<file path="src/rtl/famicom_pad_poller.sv">
// Multi-channel Famicom/SNES serial pad reader with a raw passthrough path for the core/loader.
// Optional: define FAMICOM_CONNECT_DETECT_EN to clock one extra bit per poll for pad-present flags.
module famicom_pad_poller #(
    parameter int unsigned CHANNELS     = 2,
    parameter int unsigned BITS         = 8,
    parameter int unsigned LATCH_CYCLES = 600,
    parameter int unsigned HALF_CYCLES  = 300,
    parameter int unsigned POLL_PERIOD  = 0
) (
    input  logic                     clk,
    input  logic                     reset,
    input  logic                     poll_req,
    input  logic                     passthrough,
    input  logic                     core_latch,
    input  logic                     core_pulse,
    output logic                     core_data,
    output logic                     famicom_latch,
    output logic                     famicom_pulse,
    input  logic [CHANNELS-1:0]      famicom_data,
    output logic [CHANNELS*BITS-1:0] buttons,
    output logic                     buttons_valid,
    output logic                     busy,
    output logic [CHANNELS-1:0]      connected
);

`ifdef FAMICOM_CONNECT_DETECT_EN
    localparam bit          DetectEn   = 1'b1;
    localparam int unsigned NumSamples = BITS + 1;
`else
    localparam bit          DetectEn   = 1'b0;
    localparam int unsigned NumSamples = BITS;
`endif
    localparam int unsigned MaxCount = (LATCH_CYCLES > HALF_CYCLES) ? LATCH_CYCLES : HALF_CYCLES;
    localparam int unsigned CntW     = (MaxCount > 1) ? $clog2(MaxCount) : 1;
    localparam int unsigned BitW     = (NumSamples > 1) ? $clog2(NumSamples) : 1;
    localparam int unsigned IdxW     = (BITS > 1) ? $clog2(BITS) : 1;

    localparam logic [CntW-1:0] LatchLast  = CntW'(LATCH_CYCLES - 1);
    localparam logic [CntW-1:0] HalfLast   = CntW'(HALF_CYCLES - 1);
    localparam logic [BitW-1:0] SampleLast = BitW'(NumSamples - 1);

    typedef enum logic [2:0] {StIdle, StLatch, StSettle, StPhi, StPlo, StDone} state_e;

    state_e                    state_q, state_d;
    logic [CntW-1:0]           cnt_q, cnt_d;
    logic [BitW-1:0]           bit_cnt_q, bit_cnt_d;
    logic                      mode_q, latch_q, pulse_q, valid_q;
    logic [CHANNELS-1:0]       sync1_q, sync_q;
    logic [BITS-1:0]           shift_q [CHANNELS];
    logic [CHANNELS*BITS-1:0]  buttons_q;
    logic [CHANNELS-1:0]       present;
    logic                      tick, start, sample, last_sample, data_sample, pass_active;

    generate
        if (POLL_PERIOD > 0) begin : g_auto
            localparam int unsigned TW = (POLL_PERIOD > 1) ? $clog2(POLL_PERIOD) : 1;
            localparam logic [TW-1:0] TickLast = TW'(POLL_PERIOD - 1);
            logic [TW-1:0] tick_cnt_q;

            always_ff @(posedge clk) begin
                if (reset || tick_cnt_q == TickLast) tick_cnt_q <= '0;
                else                                 tick_cnt_q <= tick_cnt_q + TW'(1);
            end
            assign tick = (tick_cnt_q == TickLast);
        end else begin : g_no_auto
            assign tick = 1'b0;
        end
    endgenerate

    assign start       = !mode_q && (poll_req || tick);
    assign last_sample = (bit_cnt_q == SampleLast);
    // The connect-detect bit lands in its own register, not in the button word.
    assign data_sample = sample && !(DetectEn && last_sample);

    always_comb begin
        state_d   = state_q;
        cnt_d     = cnt_q;
        bit_cnt_d = bit_cnt_q;
        sample    = 1'b0;
        unique case (state_q)
            StIdle: begin
                if (start) begin
                    state_d   = StLatch;
                    cnt_d     = '0;
                    bit_cnt_d = '0;
                end
            end
            StLatch: begin
                if (cnt_q == LatchLast) begin
                    state_d = StSettle;
                    cnt_d   = '0;
                end else begin
                    cnt_d = cnt_q + CntW'(1);
                end
            end
            StSettle, StPlo: begin
                if (cnt_q == HalfLast) begin
                    cnt_d  = '0;
                    sample = 1'b1;
                    if (last_sample) begin
                        state_d = StDone;
                    end else begin
                        state_d   = StPhi;
                        bit_cnt_d = bit_cnt_q + BitW'(1);
                    end
                end else begin
                    cnt_d = cnt_q + CntW'(1);
                end
            end
            StPhi: begin
                if (cnt_q == HalfLast) begin
                    state_d = StPlo;
                    cnt_d   = '0;
                end else begin
                    cnt_d = cnt_q + CntW'(1);
                end
            end
            StDone:  state_d = StIdle;
            default: state_d = StIdle;
        endcase
    end

    always_ff @(posedge clk) begin
        if (reset) begin
            state_q   <= StIdle;
            cnt_q     <= '0;
            bit_cnt_q <= '0;
            mode_q    <= 1'b0;
            latch_q   <= 1'b0;
            pulse_q   <= 1'b0;
            valid_q   <= 1'b0;
            sync1_q   <= '1;
            sync_q    <= '1;
        end else begin
            state_q   <= state_d;
            cnt_q     <= cnt_d;
            bit_cnt_q <= bit_cnt_d;
            latch_q   <= (state_d == StLatch);
            pulse_q   <= (state_d == StPhi);
            valid_q   <= (state_q == StDone);
            sync1_q   <= famicom_data;
            sync_q    <= sync1_q;
            // Mode only follows passthrough while the bus is quiet.
            if (state_q == StIdle && state_d == StIdle) mode_q <= passthrough;
        end
    end

    always_ff @(posedge clk) begin
        if (reset) begin
            for (int ch = 0; ch < CHANNELS; ch++) shift_q[ch] <= '0;
        end else if (data_sample) begin
            for (int ch = 0; ch < CHANNELS; ch++) shift_q[ch][bit_cnt_q[IdxW-1:0]] <= sync_q[ch];
        end
    end

    always_ff @(posedge clk) begin
        if (reset) begin
            buttons_q <= '0;
        end else if (state_q == StDone) begin
            for (int ch = 0; ch < CHANNELS; ch++) begin
                buttons_q[ch*BITS +: BITS] <= present[ch] ? ~shift_q[ch] : '0;
            end
        end
    end

`ifdef FAMICOM_CONNECT_DETECT_EN
    logic [CHANNELS-1:0] extra_q, connected_q;

    // A plugged-in 4021 shifts in ground after its last button bit.
    always_ff @(posedge clk) begin
        if (reset) begin
            extra_q     <= '0;
            connected_q <= '0;
        end else begin
            if (sample && last_sample) extra_q <= sync_q;
            if (state_q == StDone) connected_q <= ~extra_q;
        end
    end
    assign present   = ~extra_q;
    assign connected = connected_q;
`else
    assign present   = '1;
    assign connected = '1;
`endif

    assign pass_active   = mode_q && (state_q == StIdle);
    assign famicom_latch = pass_active ? core_latch : latch_q;
    assign famicom_pulse = pass_active ? core_pulse : pulse_q;
    assign core_data     = pass_active ? famicom_data[0] : 1'b1;
    assign buttons       = buttons_q;
    assign buttons_valid = valid_q;
    assign busy          = (state_q != StIdle);

endmodule

</file>
<file path="config.mk">
export PLATFORM = sky130hd
export DESIGN_NAME = famicom_pad_poller
export DESIGN_NICKNAME = d
export VERILOG_FILES = /design/src/rtl/famicom_pad_poller.sv
export SDC_FILE = /design/constraint.sdc
export NUM_CORES = 1
export LEC_CHECK = 0
export ABC_AREA = 1
export CAP_MARGIN = 20
export CORE_MARGIN = 10
export CORE_UTILIZATION = 59
export DETAILED_ROUTE_END_ITERATION = 10
export PLACE_DENSITY = 0.84
export SLEW_MARGIN = 5
export SYNTH_ARGS = -nofsm -noshare
export SYNTH_HDL_FRONTEND = slang
export SYNTH_SLANG_ARGS = --single-unit
</file>
<file path="constraint.sdc">
create_clock -name clk -period 5 [get_ports clk]
set_clock_uncertainty 0.1 [all_clocks]
set_input_delay 1.5 -clock clk [delete_from_list [all_inputs] [get_ports clk]]
set_output_delay 1.5 -clock clk [all_outputs]
set_load 0.01 [all_outputs]
</file>
==> flow_metrics.py, run 1 <==
metrics = {
    "sta": {
        "fin_crit_ns": 4.20,
        "setup_viol": 0,
        "max_freq_mhz": 238,
        "setup-tns-final_ns": 0,
        "hold_viol_final": 0,
        "period_share_pct": 84.1,
        "slew_headroom_pct": 66.7,
        "rsz0062_at_grt": "false",
        "maxSlewViolCount": 0,
        "holdWs_ns": 0.321,
        "worstMarginPinSlew_ns": 0.497,
    },
    "drt": {
        "wl_per_cell_um": 13.0,
        "drc": 0,
        "first_iter_violations": 209,
        "avgViaCountPerCell": 5.30,
        "wl_um": 5000,
        "drtPass1Iterations": 4,
        "drtAntennaViolNets": 0,
        "vias": 2036,
    },
    "worst_setup_path": {
        "crit_type": "in -> out",
        "r2r_cells": 7,
        "startpoint_type": "primary input",
        "crit_path_end_kind": "output port",
        "worstPathCellList": "clkdlybuf4s50_1, nand2_1, nand2_1, clkdlybuf4s50_1",
        "critPathSlowestCell": "clkdlybuf4s50_1",
        "cp.required_ns": 3.40,
        "max_stage_delay_ns": 0.53,
        "crit_arrival_ns": 2.60,
        "crit_fanout": 1,
    },
    "yosys": {
        "ys_seq_elements": 56,
        "synth_area_um2": 2500,
        "ys_seq_area_share_pct": 51.2,
        "avgSynthCellArea_um2": 8.15,
        "synthCells": 307,
        "synth-edff-count": 16,
        "ys.flop_type": "dfxtp_1",
        "yosysWarnings": 0,
        "synthArstFlopShare_pct": 0,
        "yosysUniqueCellTypes": 30,
    },
    "run": {
        "max_cap_viol_count": 0,
    },
    "global_routing": {
        "grt_start_max_net_pins": 35,
        "grt_usage_pct": 14.0,
        "grt_pass1_vias": 1943,
        "grt_antenna_before_repair": 0,
        "grt_pass1_wl_um": 8500,
        "grt_overflow": 0,
    },
    "worst_hold_path": {
        "whs_path_depth": 1,
        "hp-class": "reg -> reg",
    },
    "clocking": {
        "cts_buffers": 5,
        "cts-root-buf": "clkbuf_8",
        "ctsResizeCount": 0,
        "ctsHoldBuffers": 0,
        "cts_tree": "built",
        "clockBufferDepth": 2,
        "clock_latency_ns": 0.31,
        "path_clk_slew_ns": 0.10,
        "cts_setup_buffers": 0,
        "cts.sinks": 56,
        "htree_num_levels": 2,
    },
    "die": {
        "row_count": 23,
        "pin_count": 31,
        "die_h_um": 85.1,
        "initial_core_util_pct": 61.6,
        "die_x_um": 85.1,
        "die_area_um2": 7240,
        "coreArea_um2": 4060,
    },
    "placement": {
        "dp_hpwl_um": 3560,
        "placed_area_um2": 2800,
        "globalplace.congestion": 0.879,
        "io_buffers": 28,
    },
    "power": {
        "ir_drop_mv": 0.221,
        "p_per_area_nw_per_um2": 281,
        "total_power_w": 0.000812,
        "p_leak_nw": 1.15,
    },
    "final_layout": {
        "antennaDiodeCount": 0,
        "stdcell_area_um2": 2890,
        "layout-drive-gt1-share_pct": 9.88,
        "fin_nets": 344,
        "syn2layout_area_growth_pct": 15.4,
    },
    "run_status": {
        "outcome": "completed",
    },
}
-- registers in the layout, summed over array words and instances (netlist names) --
signal and cells:
mode_q 1, state_q 3, bit_cnt_q 3, sync_q 2, buttons_valid 1, sync1_q 2
latch_q 1, buttons 16, cnt_q 10, shift_q 16, pulse_q 1
-- cells by family after synthesis --
| logic type | count (synthesis) | share of synthesized area (%) |
|---|---|---|
| other cells | 1 | 0.150 |
| fa+ha+maj | 3 | 1.50 |
| flops | 56 | 51.2 |
| buf+inv | 46 | 7.80 |
| compound gates | 56 | 12.0 |
| xor+xnor | 2 | 0.700 |
| simple gates | 143 | 26.6 |
-- cell usage in the layout (no fill, tap or decap), types with 2 or more instances in the layout --
cell type	n
nand2_1	62
dfxtp_1	40
nor2_1	31
inv_1	29
clkdlybuf4s50_1	28
o21ai_0	26
nand3_1	22
a21oi_1	22
edfxtp_1	16
inv_2	5
nand4_1	5
clkbuf_8	5
nor2_2	4
nand2_2	3
nand3_2	3
o21ai_1	3
nor3_2	3
nor3_1	3
or2_2	3
ha_1	3
nor4_1	2
xor2_1	2
o211ai_1	2
conb_1	2
buf_4	2
-- final timing paths --
| kind | from | endpoint | slack, ns |
|---|---|---|---|
| min reg2reg | sync1_q[1] | sync_q[1] | 0.32 |
| max | core_latch | famicom_latch | 0.80 |
| min | sync1_q[1] | sync_q[1] | 0.32 |
| max reg2reg | cnt_q[0] | shift_q[0][3] | 2.90 |
-- final cells by class --
class / count / area, um^2
flip-flops and latches: 56 / 1280
fillers: 340 / 1170
multi-input cells: 206 / 1030
repair buffers: 30 / 295
inverters: 34 / 128
clock buffers: 5 / 68.8
well taps: 50 / 62.6
clock inverters: 3 / 21.3
-- worst max-delay path: cells and delay by family --
| family | cells | cell delay (ns) |
|---|---|---|
| buf+inv | 2 | 0.98 |
| simple gates | 2 | 0.12 |
-- Yosys cell counts (4+ instances only) --
cell type	n	area, um^2
nand2_1	62	233
edfxtp_1	16	480
clkbuf_1	4	15.0
nor2_2	4	25.0
buf_4	5	37.5
dfxtp_1	40	801
nand4_1	5	31.3
inv_2	5	18.8
nor2_1	31	116
inv_1	29	109
nand3_1	22	110
o21ai_0	26	130
a21oi_1	22	110
-- stage by stage --
| stage | std cells | utilization (%) | setup slack (ns) |
|---|---|---|---|
| 2_1_floorplan | 308 | - | 1.76 |
| 3_3_place_gp | 376 | 68.9 | 0.796 |
| 3_5_place_dp | 376 | 68.9 | 0.793 |
| 4_1_cts | 384 | 71.1 | 0.788 |
| 5_1_grt | 384 | 71.1 | 0.728 |
| 6_report | 384 | 71.1 | 0.797 |
-- layer usage --
metal | vias up | global-route usage, % | share of wire (%)
met2 | 52 | 21.9 | 44
met4 | 0 | 5.84 | 1.7
li1 | 1059 | - | -
met1 | 914 | 16.8 | 45
met3 | 11 | 5.45 | 9.4
met5 | - | 0 | 0
-- where the power goes --
group	switching [W]	internal, W	leakage [nW]
combinational	0.0000474	0.0000287	0.617
sequential	0.00000989	0.000479	0.486
clock	0.000147	0.0000996	0.0445
Note: power is estimated with default switching activity, not from simulation.
==> run 2: changes to the inputs <==
Settings changed: CORE_UTILIZATION 59 to 55, PLACE_DENSITY 0.84 to 0.79.
Clock period 5 ns to 4.3 ns, I/O delays scaled along.
==> flow_metrics.py, run 2 (synthesized netlist as in run 1, its figures left out) <==
metrics = {
    "clocking": {
        "cts_setup_buffers": 0,
        "cts_buffers": 5,
        "cts-root-buf": "clkbuf_8",
        "cts.sinks": 56,
        "path_clk_slew_ns": 0.11,
        "clock_latency_ns": 0.31,
        "htree_num_levels": 2,
        "clockBufferDepth": 2,
        "ctsHoldBuffers": 0,
        "cts_tree": "built",
        "ctsResizeCount": 0,
    },
    "worst_setup_path": {
        "crit_path_end_kind": "output port",
        "cp_num_buf_inv": 3,
        "critPathSlowestCell": "clkdlybuf4s50_1",
        "r2r_slack_ns": 2.24,
        "crit_fanout": 2,
        "cp.required_ns": 2.91,
        "max_stage_delay_ns": 0.53,
        "critPathTopFamily": "buffers and inverters",
        "crit_start": "famicom_data[0]",
        "r2r_cells": 7,
        "worst-path-stages": 4,
        "worstPathCellList": "clkdlybuf4s50_1, inv_1, nand2_1, clkdlybuf4s50_1",
        "r2r-end": "shift_q[0][7]",
        "worst_path_most_repeated_cell": "clkdlybuf4s50_1",
        "crit_arrival_ns": 2.39,
        "endpoint": "core_data",
        "reg2reg_from": "cnt_q[0]",
        "crit_type": "in -> out",
        "startpoint_type": "primary input",
    },
    "power": {
        "p_leak_nw": 1.15,
        "total_power_w": 0.000953,
        "p_per_area_nw_per_um2": 329,
        "ir_drop_mv": 0.199,
    },
    "global_routing": {
        "grt_usage_pct": 12.7,
        "grt_overflow": 0,
        "grt_pass1_wl_um": 8070,
        "grt_pass1_vias": 1791,
        "grt_antenna_before_repair": 0,
        "grt.busiest_layer": "met2",
        "met3_usage_pct": 4.40,
        "met2_usage_pct": 19.1,
        "grt_start_max_net_pins": 35,
        "grtUsageMet1_pct": 17.0,
    },
    "die": {
        "die_h_um": 87.4,
        "coreArea_um2": 4380,
        "initial_core_util_pct": 57.0,
        "pin_count": 31,
        "die_area_um2": 7640,
        "die_x_um": 87.4,
        "row_count": 24,
    },
    "final_layout": {
        "antennaDiodeCount": 0,
        "final_cell_mix": "62 x nand2_1, 40 x dfxtp_1, 31 x nor2_1, 29 x inv_1, 28 x clkdlybuf4s50_1",
        "layout_commonest_cell": "nand2_1",
        "fin_nets": 344,
        "layout-drive-gt1-share_pct": 9.88,
        "syn2layout_area_growth_pct": 15.7,
        "fill_cells": 372,
    },
    "run_status": {
        "outcome": "completed",
    },
    "sta": {
        "hold_viol_final": 0,
        "period_share_pct": 87.9,
        "rsz0062_at_grt": "false",
        "fin_crit_ns": 3.78,
        "setup-tns-final_ns": 0,
        "worstMarginPinSlew_ns": 0.509,
        "holdWs_ns": 0.312,
        "maxSlewViolCount": 0,
        "max_freq_mhz": 265,
        "slew_headroom_pct": 66.0,
        "setup_viol": 0,
    },
    "placement": {
        "io_buffers": 28,
        "globalplace.congestion": 0.914,
        "dp_hpwl_um": 3520,
    },
    "drt": {
        "avgViaCountPerCell": 5.26,
        "wl_per_cell_um": 12.6,
        "wl_um": 4870,
        "drtPass1Iterations": 5,
        "vias": 2031,
        "drtAntennaViolNets": 0,
        "first_iter_violations": 133,
        "drc": 0,
    },
    "run": {
        "max_cap_viol_count": 0,
    },
    "worst_hold_path": {
        "hp-class": "reg -> reg",
    },
}
[run 2: cell counts in the layout (fill, tap and decap cells not counted)]
No cell type changed its count.
[run 2: worst min-delay path by stage]
stage               slack, ns  cells past startpoint          start          to
floorplan                0.29                      1     sync1_q[0]   sync_q[0]
global placement         0.29                      1     sync1_q[1]   sync_q[1]
detailed placement       0.29                      1     sync1_q[1]   sync_q[1]
CTS                      0.32                      1  shift_q[0][6]  buttons[6]
global route             0.33                      1     sync1_q[1]   sync_q[1]
finish                   0.31                      1  shift_q[0][6]  buttons[6]
[run 2: metal layers]
layer  part of all wire, %  routed length [um]  vias to the layer above
li1                      -                   -                     1058
met1                    49                2410                      919
met2                    42                2070                       48
met3                   7.1                 348                        6
met4                  0.90                  44                        0
met5                     0                   0                        -
[run 2: cell type report]
class                   count  area [um^2]  area share (%)
clock buffers               5         68.8            2.38
inverters                  34          128            4.41
multi-input cells         206         1030            35.5
clock inverters             3         27.5           0.951
well taps                  52         65.1            2.25
repair buffers             30          295            10.2
flip-flops and latches     56         1280            44.3
[run 2: stage by stage]
step | area, um^2 | cells | util, % | setup WS, ns
2_1_floorplan | 2500 | 308 | - | 1.48
3_3_place_gp | 2800 | 378 | 63.8 | 0.517
3_5_place_dp | 2800 | 378 | 63.8 | 0.521
4_1_cts | 2890 | 386 | 66.0 | 0.513
5_1_grt | 2890 | 386 | 66.0 | 0.445
6_report | 2890 | 386 | 66.0 | 0.521
[run 2: power breakdown]
| group | switching [W] | internal, W | total (W) |
|---|---|---|---|
| clock | 0.000176 | 0.000120 | 0.000296 |
| sequential | 0.0000117 | 0.000557 | 0.000568 |
| combinational | 0.0000546 | 0.0000334 | 0.0000880 |
